--- src/rtl/mem_port_arbiter_if.sv ---
// rtl/mem_port_arbiter_if.sv - fetch, data and shared memory port bundle for mem_port_arbiter
interface mem_port_arbiter_if;
  // instruction fetch requester
  logic        if_req;
  logic [63:0] if_addr;
  logic        if_flush;
  logic [31:0] if_rdata;
  logic        if_valid;
  // MEM-stage data requester
  logic        dm_req;
  logic        dm_we;
  logic [63:0] dm_addr;
  logic [63:0] dm_wdata;
  logic [7:0]  dm_wstrb;
  logic [63:0] dm_rdata;
  logic        dm_valid;
  // shared memory port
  logic        mem_req;
  logic        mem_we;
  logic [63:0] mem_addr;
  logic [63:0] mem_wdata;
  logic [7:0]  mem_wstrb;
  logic        mem_gnt;
  logic        mem_rvalid;
  logic [63:0] mem_rdata;
  // hazard unit stalls
  logic        stall_if;
  logic        stall_m;

  // arbiter side
  modport slave (
    input  if_req, if_addr, if_flush,
    output if_rdata, if_valid,
    input  dm_req, dm_we, dm_addr, dm_wdata, dm_wstrb,
    output dm_rdata, dm_valid,
    output mem_req, mem_we, mem_addr, mem_wdata, mem_wstrb,
    input  mem_gnt, mem_rvalid, mem_rdata,
    output stall_if, stall_m
  );

  // pipeline and memory side
  modport master (
    output if_req, if_addr, if_flush,
    input  if_rdata, if_valid,
    output dm_req, dm_we, dm_addr, dm_wdata, dm_wstrb,
    input  dm_rdata, dm_valid,
    input  mem_req, mem_we, mem_addr, mem_wdata, mem_wstrb,
    output mem_gnt, mem_rvalid, mem_rdata,
    input  stall_if, stall_m
  );
endinterface

--- src/rtl/mem_port_arbiter.sv ---
// rtl/mem_port_arbiter.sv - single-outstanding arbiter sharing one memory port between fetch and data
module mem_port_arbiter (
  input  logic                 clk,
  input  logic                 rst,
  mem_port_arbiter_if.slave    bus
);

  typedef enum logic [1:0] {
    IDLE      = 2'd0,
    WAIT_GNT  = 2'd1,
    WAIT_RESP = 2'd2
  } state_t;

  localparam logic [2:0] STARVE_LIMIT = 3'd4;

  state_t      state_q;
  logic        owner_dm_q;    // 1 = data transaction, 0 = fetch
  logic        kill_q;        // current fetch was flushed; swallow its completion
  logic        done_q;        // a transaction completed last cycle; hold off arbitration
  logic [2:0]  starve_cnt_q;
  logic        sel_hi_q;      // fetch word lives in the upper half of the doubleword

  logic        mem_req_q;
  logic        mem_we_q;
  logic [63:0] mem_addr_q;
  logic [63:0] mem_wdata_q;
  logic [7:0]  mem_wstrb_q;

  logic [31:0] if_rdata_q;
  logic        if_valid_q;
  logic [63:0] dm_rdata_q;
  logic        dm_valid_q;

  logic        arb_en;
  logic        starved;
  logic        grant_dm;
  logic        grant_if;
  logic        busy_fetch;
  logic [2:0]  starve_cnt_d;
  logic        kill_d;

  // Address bits below the doubleword are not needed: the port is doubleword-wide
  // and fetch only needs bit 2 to pick its half.
  logic        unused_addr_bits;
  assign unused_addr_bits = ^{bus.if_addr[1:0], bus.dm_addr[2:0]};

  // Arbitration decision, starvation counter and kill flag next-state
  always_comb begin
    arb_en       = (state_q == IDLE) && !done_q;
    starved      = (starve_cnt_q == STARVE_LIMIT) && bus.if_req;
    grant_dm     = arb_en && bus.dm_req && !starved;
    grant_if     = arb_en && bus.if_req && !grant_dm;
    busy_fetch   = (state_q != IDLE) && !owner_dm_q;

    starve_cnt_d = starve_cnt_q;
    if (!bus.if_req || grant_if) begin
      starve_cnt_d = 3'd0;
    end else if (grant_dm && (starve_cnt_q != STARVE_LIMIT)) begin
      starve_cnt_d = starve_cnt_q + 3'd1;
    end

    // a flush in the same cycle as the response still suppresses that response
    kill_d = kill_q;
    if (busy_fetch && bus.if_flush) begin
      kill_d = 1'b1;
    end
  end

  // Transaction FSM with registered port and completion outputs
  always_ff @(posedge clk) begin
    if (rst) begin
      state_q      <= IDLE;
      owner_dm_q   <= 1'b0;
      kill_q       <= 1'b0;
      done_q       <= 1'b0;
      starve_cnt_q <= 3'd0;
      sel_hi_q     <= 1'b0;
      mem_req_q    <= 1'b0;
      mem_we_q     <= 1'b0;
      mem_addr_q   <= 64'd0;
      mem_wdata_q  <= 64'd0;
      mem_wstrb_q  <= 8'd0;
      if_rdata_q   <= 32'd0;
      if_valid_q   <= 1'b0;
      dm_rdata_q   <= 64'd0;
      dm_valid_q   <= 1'b0;
    end else begin
      if_valid_q   <= 1'b0;
      dm_valid_q   <= 1'b0;
      done_q       <= 1'b0;
      starve_cnt_q <= starve_cnt_d;
      kill_q       <= kill_d;

      case (state_q)
        IDLE: begin
          if (grant_dm) begin
            owner_dm_q  <= 1'b1;
            mem_we_q    <= bus.dm_we;
            mem_addr_q  <= {bus.dm_addr[63:3], 3'b000};
            mem_wdata_q <= bus.dm_wdata;
            mem_wstrb_q <= bus.dm_wstrb;
            mem_req_q   <= 1'b1;
            state_q     <= WAIT_GNT;
          end else if (grant_if) begin
            owner_dm_q  <= 1'b0;
            mem_we_q    <= 1'b0;
            mem_addr_q  <= {bus.if_addr[63:3], 3'b000};
            mem_wdata_q <= 64'd0;
            mem_wstrb_q <= 8'd0;
            sel_hi_q    <= bus.if_addr[2];
            mem_req_q   <= 1'b1;
            state_q     <= WAIT_GNT;
          end
        end

        WAIT_GNT: begin
          if (bus.mem_gnt) begin
            mem_req_q <= 1'b0;
            state_q   <= WAIT_RESP;
          end
        end

        WAIT_RESP: begin
          if (bus.mem_rvalid) begin
            state_q <= IDLE;
            done_q  <= 1'b1;
            kill_q  <= 1'b0;
            if (owner_dm_q) begin
              dm_rdata_q <= bus.mem_rdata;
              dm_valid_q <= 1'b1;
            end else if (!kill_d) begin
              if_rdata_q <= sel_hi_q ? bus.mem_rdata[63:32] : bus.mem_rdata[31:0];
              if_valid_q <= 1'b1;
            end
          end
        end

        default: begin
          state_q   <= IDLE;
          mem_req_q <= 1'b0;
        end
      endcase
    end
  end

  assign bus.mem_req   = mem_req_q;
  assign bus.mem_we    = mem_we_q;
  assign bus.mem_addr  = mem_addr_q;
  assign bus.mem_wdata = mem_wdata_q;
  assign bus.mem_wstrb = mem_wstrb_q;

  assign bus.if_rdata  = if_rdata_q;
  assign bus.if_valid  = if_valid_q;
  assign bus.dm_rdata  = dm_rdata_q;
  assign bus.dm_valid  = dm_valid_q;

  // hazard stalls follow the live requests so a new request stalls immediately
  assign bus.stall_if  = bus.if_req & ~if_valid_q;
  assign bus.stall_m   = bus.dm_req & ~dm_valid_q;

endmodule

--- src/flat_wrapper.sv ---
// flat-port wrapper written by rule: the top's interface ports become plain ports
module mem_port_arbiter_flat 
  (clk, rst, bus_if_req, bus_if_addr, bus_if_flush, bus_if_rdata, bus_if_valid, bus_dm_req, bus_dm_we, bus_dm_addr, bus_dm_wdata, bus_dm_wstrb, bus_dm_rdata, bus_dm_valid, bus_mem_req, bus_mem_we, bus_mem_addr, bus_mem_wdata, bus_mem_wstrb, bus_mem_gnt, bus_mem_rvalid, bus_mem_rdata, bus_stall_if, bus_stall_m);
  mem_port_arbiter_if bus_i ();
  input  logic clk;
  input  logic rst;
  input wire logic [$bits(bus_i.if_req)-1:0] bus_if_req;
  input wire logic [$bits(bus_i.if_addr)-1:0] bus_if_addr;
  input wire logic [$bits(bus_i.if_flush)-1:0] bus_if_flush;
  output wire logic [$bits(bus_i.if_rdata)-1:0] bus_if_rdata;
  output wire logic [$bits(bus_i.if_valid)-1:0] bus_if_valid;
  input wire logic [$bits(bus_i.dm_req)-1:0] bus_dm_req;
  input wire logic [$bits(bus_i.dm_we)-1:0] bus_dm_we;
  input wire logic [$bits(bus_i.dm_addr)-1:0] bus_dm_addr;
  input wire logic [$bits(bus_i.dm_wdata)-1:0] bus_dm_wdata;
  input wire logic [$bits(bus_i.dm_wstrb)-1:0] bus_dm_wstrb;
  output wire logic [$bits(bus_i.dm_rdata)-1:0] bus_dm_rdata;
  output wire logic [$bits(bus_i.dm_valid)-1:0] bus_dm_valid;
  output wire logic [$bits(bus_i.mem_req)-1:0] bus_mem_req;
  output wire logic [$bits(bus_i.mem_we)-1:0] bus_mem_we;
  output wire logic [$bits(bus_i.mem_addr)-1:0] bus_mem_addr;
  output wire logic [$bits(bus_i.mem_wdata)-1:0] bus_mem_wdata;
  output wire logic [$bits(bus_i.mem_wstrb)-1:0] bus_mem_wstrb;
  input wire logic [$bits(bus_i.mem_gnt)-1:0] bus_mem_gnt;
  input wire logic [$bits(bus_i.mem_rvalid)-1:0] bus_mem_rvalid;
  input wire logic [$bits(bus_i.mem_rdata)-1:0] bus_mem_rdata;
  output wire logic [$bits(bus_i.stall_if)-1:0] bus_stall_if;
  output wire logic [$bits(bus_i.stall_m)-1:0] bus_stall_m;
  assign bus_i.if_req = bus_if_req;
  assign bus_i.if_addr = bus_if_addr;
  assign bus_i.if_flush = bus_if_flush;
  assign bus_if_rdata = bus_i.if_rdata;
  assign bus_if_valid = bus_i.if_valid;
  assign bus_i.dm_req = bus_dm_req;
  assign bus_i.dm_we = bus_dm_we;
  assign bus_i.dm_addr = bus_dm_addr;
  assign bus_i.dm_wdata = bus_dm_wdata;
  assign bus_i.dm_wstrb = bus_dm_wstrb;
  assign bus_dm_rdata = bus_i.dm_rdata;
  assign bus_dm_valid = bus_i.dm_valid;
  assign bus_mem_req = bus_i.mem_req;
  assign bus_mem_we = bus_i.mem_we;
  assign bus_mem_addr = bus_i.mem_addr;
  assign bus_mem_wdata = bus_i.mem_wdata;
  assign bus_mem_wstrb = bus_i.mem_wstrb;
  assign bus_i.mem_gnt = bus_mem_gnt;
  assign bus_i.mem_rvalid = bus_mem_rvalid;
  assign bus_i.mem_rdata = bus_mem_rdata;
  assign bus_stall_if = bus_i.stall_if;
  assign bus_stall_m = bus_i.stall_m;
  mem_port_arbiter u_core (.clk(clk), .rst(rst), .bus(bus_i));
endmodule
--- config.mk ---
export PLATFORM = sky130hd
export DESIGN_NAME = mem_port_arbiter_flat
export DESIGN_NICKNAME = d
export VERILOG_FILES = /design/src/rtl/mem_port_arbiter_if.sv /design/src/rtl/mem_port_arbiter.sv /design/src/flat_wrapper.sv
export SDC_FILE = /design/constraint.sdc
export NUM_CORES = 1
export LEC_CHECK = 0
export CAP_MARGIN = 20
export CORE_MARGIN = 8
export CORE_UTILIZATION = 30
export DETAILED_ROUTE_END_ITERATION = 8
export PLACE_DENSITY_LB_ADDON = 0.3
export RECOVER_POWER = 50
export SETUP_SLACK_MARGIN = 0.4
export SKIP_LAST_GASP = 1
export SYNTH_ARGS = -nofsm -noshare
export SYNTH_HDL_FRONTEND = slang
export SYNTH_SLANG_ARGS = --single-unit
--- constraint.sdc ---
create_clock -name clk -period 3.9 [get_ports clk]
set_clock_uncertainty 0.05 [all_clocks]
set_input_delay 0.975 -clock clk [delete_from_list [all_inputs] [get_ports clk]]
set_output_delay 0.975 -clock clk [all_outputs]
set_load 0.005 [all_outputs]
# Yosys cells after proc, flatten, opt, wreduce, memory -nomap -nowiden
# Index checks and enable logic that the tools add are counted.
# Widths: inputs -> output; s select.
# totals
register_bits	245
in_bits	272
output_inout_bits	238
word_cells	85
# classes
n_addsub	1
eq_ne	7
n_mux	25
bitwise	9
n_reduce_logical	28
# op_table
op	count
$mux 64	4
$mux 32	1
$mux 8	2
$mux 1	12
$reduce_and 3->1	4
$logic_and 1x1->1	9
$mux 2	4
$not 1->1	7
$pmux 2 s3	1
$logic_not 1->1	5
$ne 2x2->1 const B	2
$reduce_and 4->1	1
$reduce_bool 2->1	2
$reduce_or 2->1	2
$reduce_or 4->1	1
$add 3x1->3 const B	1
$eq 3x3->1 const B	1
$ne 3x1->1 const B	1
$ne 3x3->1 const B	1
$pmux 1 s3	1
$reduce_or 3->1	1
$and 1x1->1	2
$eq 2x1->1 const B	1
$eq 2x2->1 const B	1
3 further kinds	3

# Logic depth before layout (Yosys ltp)
# Gate-level depths: netlist of the first run.
# depth
ltp_word	9
mapped_depth	7
depth_no_buf	5

# Least setup slack after synthesis of the first run
# Ideal clock, no wire load.
# synth_timing
kind	input to output
from	input bus_dm_req
to	output bus_stall_m
t_arrival_ps	1571
required_ps	2875
setup_slack_ps	1304
stages	4
path_buffers	2
path_cell_list	buf_4 inv_2 clkbuf_1 nor2_1
# synth_via
elab_chain_cells	1
# synth_rtl
element	line_no	source
start, declared	flat_wrapper.sv:12	input wire logic [$bits(bus_i.dm_req)-1:0] bus_dm_req;
$and 1x1->1	mem_port_arbiter.sv:159	assign bus.stall_m = bus.dm_req & ~dm_valid_q;
end, declared	flat_wrapper.sv:28	output wire logic [$bits(bus_i.stall_m)-1:0] bus_stall_m;
# Every way passes these cells.

# Worst setup path in the final report of the first run
# Same ends and word-level chain as after synthesis.

==> results of run 1 <==
## report_power, final
group | internal (mW) | leakage [nW] | switching, mW
combinational | 0.628 | 3.26 | 0.562
clock | 1.59 | 0.455 | 1.06
sequential | 2.62 | 1.98 | 0.0753
## cells in the mapped netlist (all sizes together)
cell type | instances | area (µm²)
a2111oi | 61 | 534
a211oi | 33 | 253
a21oi | 238 | 1190
a22oi | 1 | 7.51
and2 | 1 | 6.26
and3 | 1 | 6.26
and3b | 1 | 8.76
and4b | 1 | 10.0
buf | 47 | 265
clkbuf | 100 | 375
conb | 1 | 3.75
dfxtp | 242 | 4840
ha | 2 | 25.0
inv | 5 | 18.8
mux2i | 33 | 330
nand2 | 134 | 503
nand2b | 3 | 18.8
nand3 | 74 | 370
nand3b | 1 | 7.51
nand4 | 2 | 12.5
nand4b | 2 | 17.5
nor2 | 7 | 28.8
nor2b | 2 | 12.5
nor3 | 66 | 335
nor3b | 1 | 7.51
nor4 | 61 | 382
nor4b | 1 | 15.0
o21ai | 75 | 375
or2 | 2 | 12.5
or3 | 1 | 11.3
## layout make-up
class,count,share of cell area [%]
Antenna cell,1,0.0155
Clock inverter,5,0.349
Multi-Input combinational cell,807,28.0
Inverter,5,0.116
Timing Repair Buffer,525,32.6
Clock buffer,44,5.40
Sequential cell,242,30.0
Tap cell,448,3.47
## flip-flops by register name (all words and copies together), names as in the netlist
name                  flops
u_core.state_q            2
u_core.starve_cnt_q       3
u_core.done_q             1
u_core.bus.mem_wdata     64
u_core.bus.mem_req        1
u_core.bus.dm_valid       1
u_core.bus.mem_wstrb      8
u_core.bus.dm_rdata      64
u_core.bus.mem_we         1
u_core.kill_q             1
u_core.bus.if_rdata      32
u_core.owner_dm_q         1
u_core.sel_hi_q           1
u_core.bus.if_valid       1
u_core.bus.mem_addr      61
## per-layer routing
metal / vias up / GRT usage [%]
li1: 5211 / -
met1: 5114 / 24.0
met2: 488 / 34.1
met3: 63 / 7.73
met4: 2 / 5.74
met5: - / 0
## worst register-to-register path, delay by kind of cell, from the launching register on
| kind | cells | cell delay, ps |
|---|---|---|
| flip-flops | 1 | 630 |
| buffers and inverters | 1 | 480 |
| AND/OR/NAND/NOR | 2 | 910 |
| AO/OA/AOI/OAI | 1 | 440 |
## per-stage QoR
stage	util, %	worst slack (ps)	power, mW
after floorplan	-	1300	3.25
after global placement	45.8	448	3.96
after detailed placement	45.8	448	3.97
after CTS	48.6	444	6.67
after global routing	48.6	676	6.83
final	48.7	735	6.54
## final timing paths
check / start / end / slack, ps / cells past startpoint
max: bus_dm_req / bus_stall_m / 730 / 4
min: u_core.bus.dm_rdata[8] / u_core.bus.dm_rdata[8] / 400 / 2
max reg2reg: u_core.state_q[0] / u_core.bus.mem_addr[23] / 1230 / 4
min reg2reg: u_core.bus.dm_rdata[8] / u_core.bus.dm_rdata[8] / 400 / 2
## what timing repair did
item | CTS | global route
setup endpoints to repair | 0 | 1
resized for setup | 0 | 1
hold endpoints to repair | 0 | 0
## kinds of logic after synthesis
logic type | after synthesis | synth area share, %
muxes | 33 | 3.31
other | 1 | 0.0375
adders and majority gates | 2 | 0.250
buffers and inverters | 152 | 6.60
AOI/OAI and AO/OA | 408 | 23.6
DFF | 242 | 48.5
and+or+nand+nor | 361 | 17.7
==> impl_metrics.py, run 1 <==
metrics = {
    "critical_path": {
        "cpMostUsedCell": "clkdlybuf4s50_1",
        "arrival_ps": 2140,
        "crit_buf_inv": 3,
        "slowest_delay_ps": 500,
        "critPathMaxFanout": 2,
        "crit_path_start_kind": "input port",
        "cpMaxStageDelayCell": "clkdlybuf4s50_1",
        "crit_family": "buffers and inverters",
        "cp_data_required_time_ps": 2870,
        "crit_chain": "clkdlybuf4s50_1 -> inv_2 -> nor2_1 -> clkdlybuf4s50_1",
        "path_class": "input port to primary output",
        "critPathCaptureType": "primary output",
    },
    "cts": {
        "cts_made_buffers": 28,
        "ctsHoldBuffers": 0,
        "cts_tree": "yes",
        "cts_root_buffer": "clkbuf_16",
        "postCtsSetupBuffers": 0,
        "cts_buffer_depth": 3,
        "h-tree-depth": 1,
        "cts.reportedPaths.clkPinSlew_ps": 60,
        "cts.sink_count": 242,
        "clk_latency_ps": 540,
    },
    "sta": {
        "worst_pin_slew_ps": 2380,
        "fmax_ghz": 0.316,
        "setup_viol_count_final": 0,
        "fin_crit_sh_pct": 81.2,
        "tns_ps": 0,
        "max_slew_margin_pct": -58.4,
        "rsz0062_at_grt": "no",
        "period_needed_ps": 3170,
        "slew_viol_final": 110,
        "hold_viol": 0,
        "whs_ps": 397,
    },
    "yosys": {
        "synthesis.area_um2": 9990,
        "yosys_warnings": 0,
        "synth_cell_types": 37,
        "syn-instance-count": 1199,
        "avgSynthCellArea_um2": 8.33,
        "ys_seq_area_share_pct": 48.5,
        "ys_seq_elements": 242,
    },
    "hold_path": {
        "hold_class": "flop to flop",
    },
    "detailed_routing": {
        "remaining_drc_errors": 0,
        "via_count": 10900,
        "wl_per_cell_um": 20.9,
        "wl_met1_um": 16900,
        "drt_wl_total_um": 43300,
        "wl_met2_um": 20500,
        "first_pass_iters": 5,
        "dr.max_layer_used": "met5",
        "first_iter_violations": 649,
        "drtAntennaViolNets": 0,
        "route.met3.wl_um": 4850,
        "vias_per_cell": 5.24,
    },
    "layout": {
        "syn_to_final_growth_pct": 61.7,
        "n_fill_cell": 3200,
        "mostFrequentLayoutCell": "clkdlybuf4s50_1",
        "seq_area_um2": 4850,
        "final_nets": 1883,
        "fin_area_um2": 16200,
        "drive_gt1_share_pct": 5.04,
        "final_cell_mix": "clkdlybuf4s50_1 (370), dfxtp_1 (241), a21oi_1 (238), nand2_1 (133), dlygate4sd3_1 (129)",
        "final_cells": 2077,
        "multiInputGateArea_um2": 4530,
    },
    "floorplanning": {
        "start_util_pct": 30.1,
        "rows": 67,
        "coreArea_um2": 33200,
        "die_w_um": 198,
        "die_area_um2": 39400,
        "ioPinCount": 510,
        "die_h_um": 198,
    },
    "place": {
        "hpwl_um": 29300,
        "placed_cell_area_um2": 15200,
        "gp_congestion": 0.856,
        "io_buffers": 501,
        "dpl.cell_count": 2026,
    },
    "power": {
        "power_leakage_nw": 5.69,
        "ir_drop_uv": 281,
        "power-per-cell-area_nw_per_um2": 405,
    },
    "global_routing": {
        "grt.overflow.total": 0,
        "grt_max_degree": 112,
        "grt_antenna_before_repair": 1,
        "grt_pass1_wl_um": 64300,
        "grt_util_all_layers_pct": 20.3,
        "grt_pass1_vias": 10800,
    },
    "flow_run": {
        "drv_cap": 1,
    },
    "status": {
        "violations": "max-capacitance violations, max-slew violations",
        "status": "complete, but fails checks",
    },
}
Note: power is estimated with default switching activity, not from simulation.
==> run 2, diff against run 1 <==
Clock period 3.9 ns to 2.7 ns, I/O delays scaled along.
==> run 2 against run 1 <==
  * The flow still finishes with violations (max-capacitance violations, max-slew violations)
  * Non-clock buffer count up 12
  * First-iteration DRC count fell by 10%
  * Die area unchanged
  * Sequential share of layout area shrank 0.65 points
  * Combinational power rose by 52%
  * Flip-flop and latch count unchanged
  * Power rose by 54%
  * Final cell count rose by 1.1%
  * Largest cell class unchanged
  * Highest routed layer unchanged
==> impl_metrics.py, run 2 (synthesis gave the netlist of run 1 again) <==
metrics = {
    "place": {
        "gp_congestion": 0.838,
        "placed_cell_area_um2": 15500,
        "hpwl_um": 30300,
        "io_buffers": 501,
    },
    "power": {
        "power_leakage_nw": 5.48,
        "power-per-cell-area_nw_per_um2": 611,
        "ir_drop_uv": 559,
        "power.total_mw": 10.1,
    },
    "cts": {
        "clk_latency_ps": 550,
        "cts.sink_count": 242,
        "cts_tree": "yes",
        "cts_made_buffers": 29,
        "ctsHoldBuffers": 0,
        "h-tree-depth": 1,
        "cts_buffer_depth": 3,
        "postCtsSetupBuffers": 0,
        "cts_root_buffer": "clkbuf_16",
        "cts.reportedPaths.clkPinSlew_ps": 60,
    },
    "sta": {
        "period_needed_ps": 2350,
        "rsz0062_at_grt": "no",
        "fmax_ghz": 0.425,
        "setup_viol_count_final": 0,
        "hold_viol": 0,
        "slew_viol_final": 70,
        "max_slew_margin_pct": -5.36,
        "whs_ps": 401,
        "worst_pin_slew_ps": 1580,
        "fin_crit_sh_pct": 87.1,
    },
    "floorplanning": {
        "die_area_um2": 39400,
        "coreArea_um2": 33200,
        "die_h_um": 198,
        "start_util_pct": 30.1,
        "die_w_um": 198,
        "rows": 67,
        "ioPinCount": 510,
    },
    "detailed_routing": {
        "dr.max_layer_used": "met5",
        "first_pass_iters": 5,
        "wl_per_cell_um": 21.1,
        "route.met3.wl_um": 5210,
        "remaining_drc_errors": 0,
        "drt_wl_total_um": 44200,
        "via_count": 10900,
        "wl_met1_um": 16900,
        "vias_per_cell": 5.21,
        "first_iter_violations": 583,
        "drtAntennaViolNets": 0,
        "wl_met2_um": 21000,
    },
    "critical_path": {
        "path_class": "input port to flop",
        "crit_chain": "clkbuf_2 -> clkbuf_1 -> a21oi_1",
        "cpMaxStageDelayCell": "clkbuf_2",
        "slowest_delay_ps": 1110,
        "critPathCaptureType": "flop",
        "arrival_ps": 2690,
        "crit_path_start_kind": "input port",
        "critPathMaxFanout": 71,
        "cp_data_required_time_ps": 3040,
    },
    "global_routing": {
        "grt_max_degree": 74,
        "grt.overflow.total": 0,
        "grt_pass1_vias": 10900,
        "grt_util_all_layers_pct": 20.7,
        "grt_antenna_before_repair": 3,
        "grt_pass1_wl_um": 65400,
    },
    "flow_run": {
        "drv_cap": 1,
    },
    "status": {
        "violations": "max-capacitance violations, max-slew violations",
        "status": "complete, but fails checks",
    },
    "layout": {
        "mostFrequentLayoutCell": "clkdlybuf4s50_1",
        "final_nets": 1897,
        "final_cell_mix": "clkdlybuf4s50_1 (495), dfxtp_1 (239), a21oi_1 (238), nand2_1 (133), o21ai_0 (75)",
        "syn_to_final_growth_pct": 65.4,
        "fin_area_um2": 16500,
        "drive_gt1_share_pct": 6.14,
    },
    "hold_path": {
        "hold_class": "flop to flop",
    },
}
-- run 2: routing by layer --
metal / vias up / global-route usage, %
met2: 471 / 34.4
li1: 5247 / -
met5: - / 0
met1: 5149 / 24.1
met3: 63 / 8.49
met4: 2 / 6.73
-- run 2: timing repair --
action / CTS / global route
cloned: 0 / 1
endpoints found under the setup margin: 2 / 5
pin swaps: 0 / 1
gates resized for setup: 8 / 4
-- run 2: cell type report --
type | count | area [µm²]
fill | 3122 | 16700
timing repair buffer | 537 | 5480
sequential | 242 | 4850
multi-input combinational | 808 | 4530
clock buffer | 38 | 810
tap | 448 | 561
clock inverter | 16 | 265
inverter | 5 | 18.8
antenna | 5 | 12.5
-- run 2: critical path, delay by kind of cell --
family / cells / cell delay [ps]
buffers and inverters: 2 / 1860
AOI/OAI and AO/OA: 1 / 100
-- run 2: worst paths after layout --
path | start | endpoint | slack, ps | cells past startpoint
max | rst | u_core.bus.dm_rdata[40] | 350 | 3
min | u_core.bus.dm_rdata[42] | u_core.bus.dm_rdata[42] | 400 | 2
max reg2reg | u_core.done_q | u_core.bus.mem_wdata[32] | 400 | 4
min reg2reg | u_core.bus.dm_rdata[42] | u_core.bus.dm_rdata[42] | 400 | 2
-- run 2: power by group --
part	total (mW)	internal, mW	switching (mW)
Combinational	1.81	0.987	0.821
Sequential	3.91	3.78	0.124
Clock	4.38	2.77	1.61
Total	10.1	7.54	2.55
-- run 2: stage by stage --
step | utilization, % | setup TNS, ps | std cells | setup slack [ps]
floorplan | - | 0 | 1201 | 704
global placement | 46.6 | 0 | 2039 | 9.98
detailed placement | 46.6 | -39.3 | 2039 | -39.3
CTS | 49.9 | 0 | 2093 | 416
global route | 49.7 | 0 | 2096 | 216
finish | 49.8 | 0 | 2099 | 347
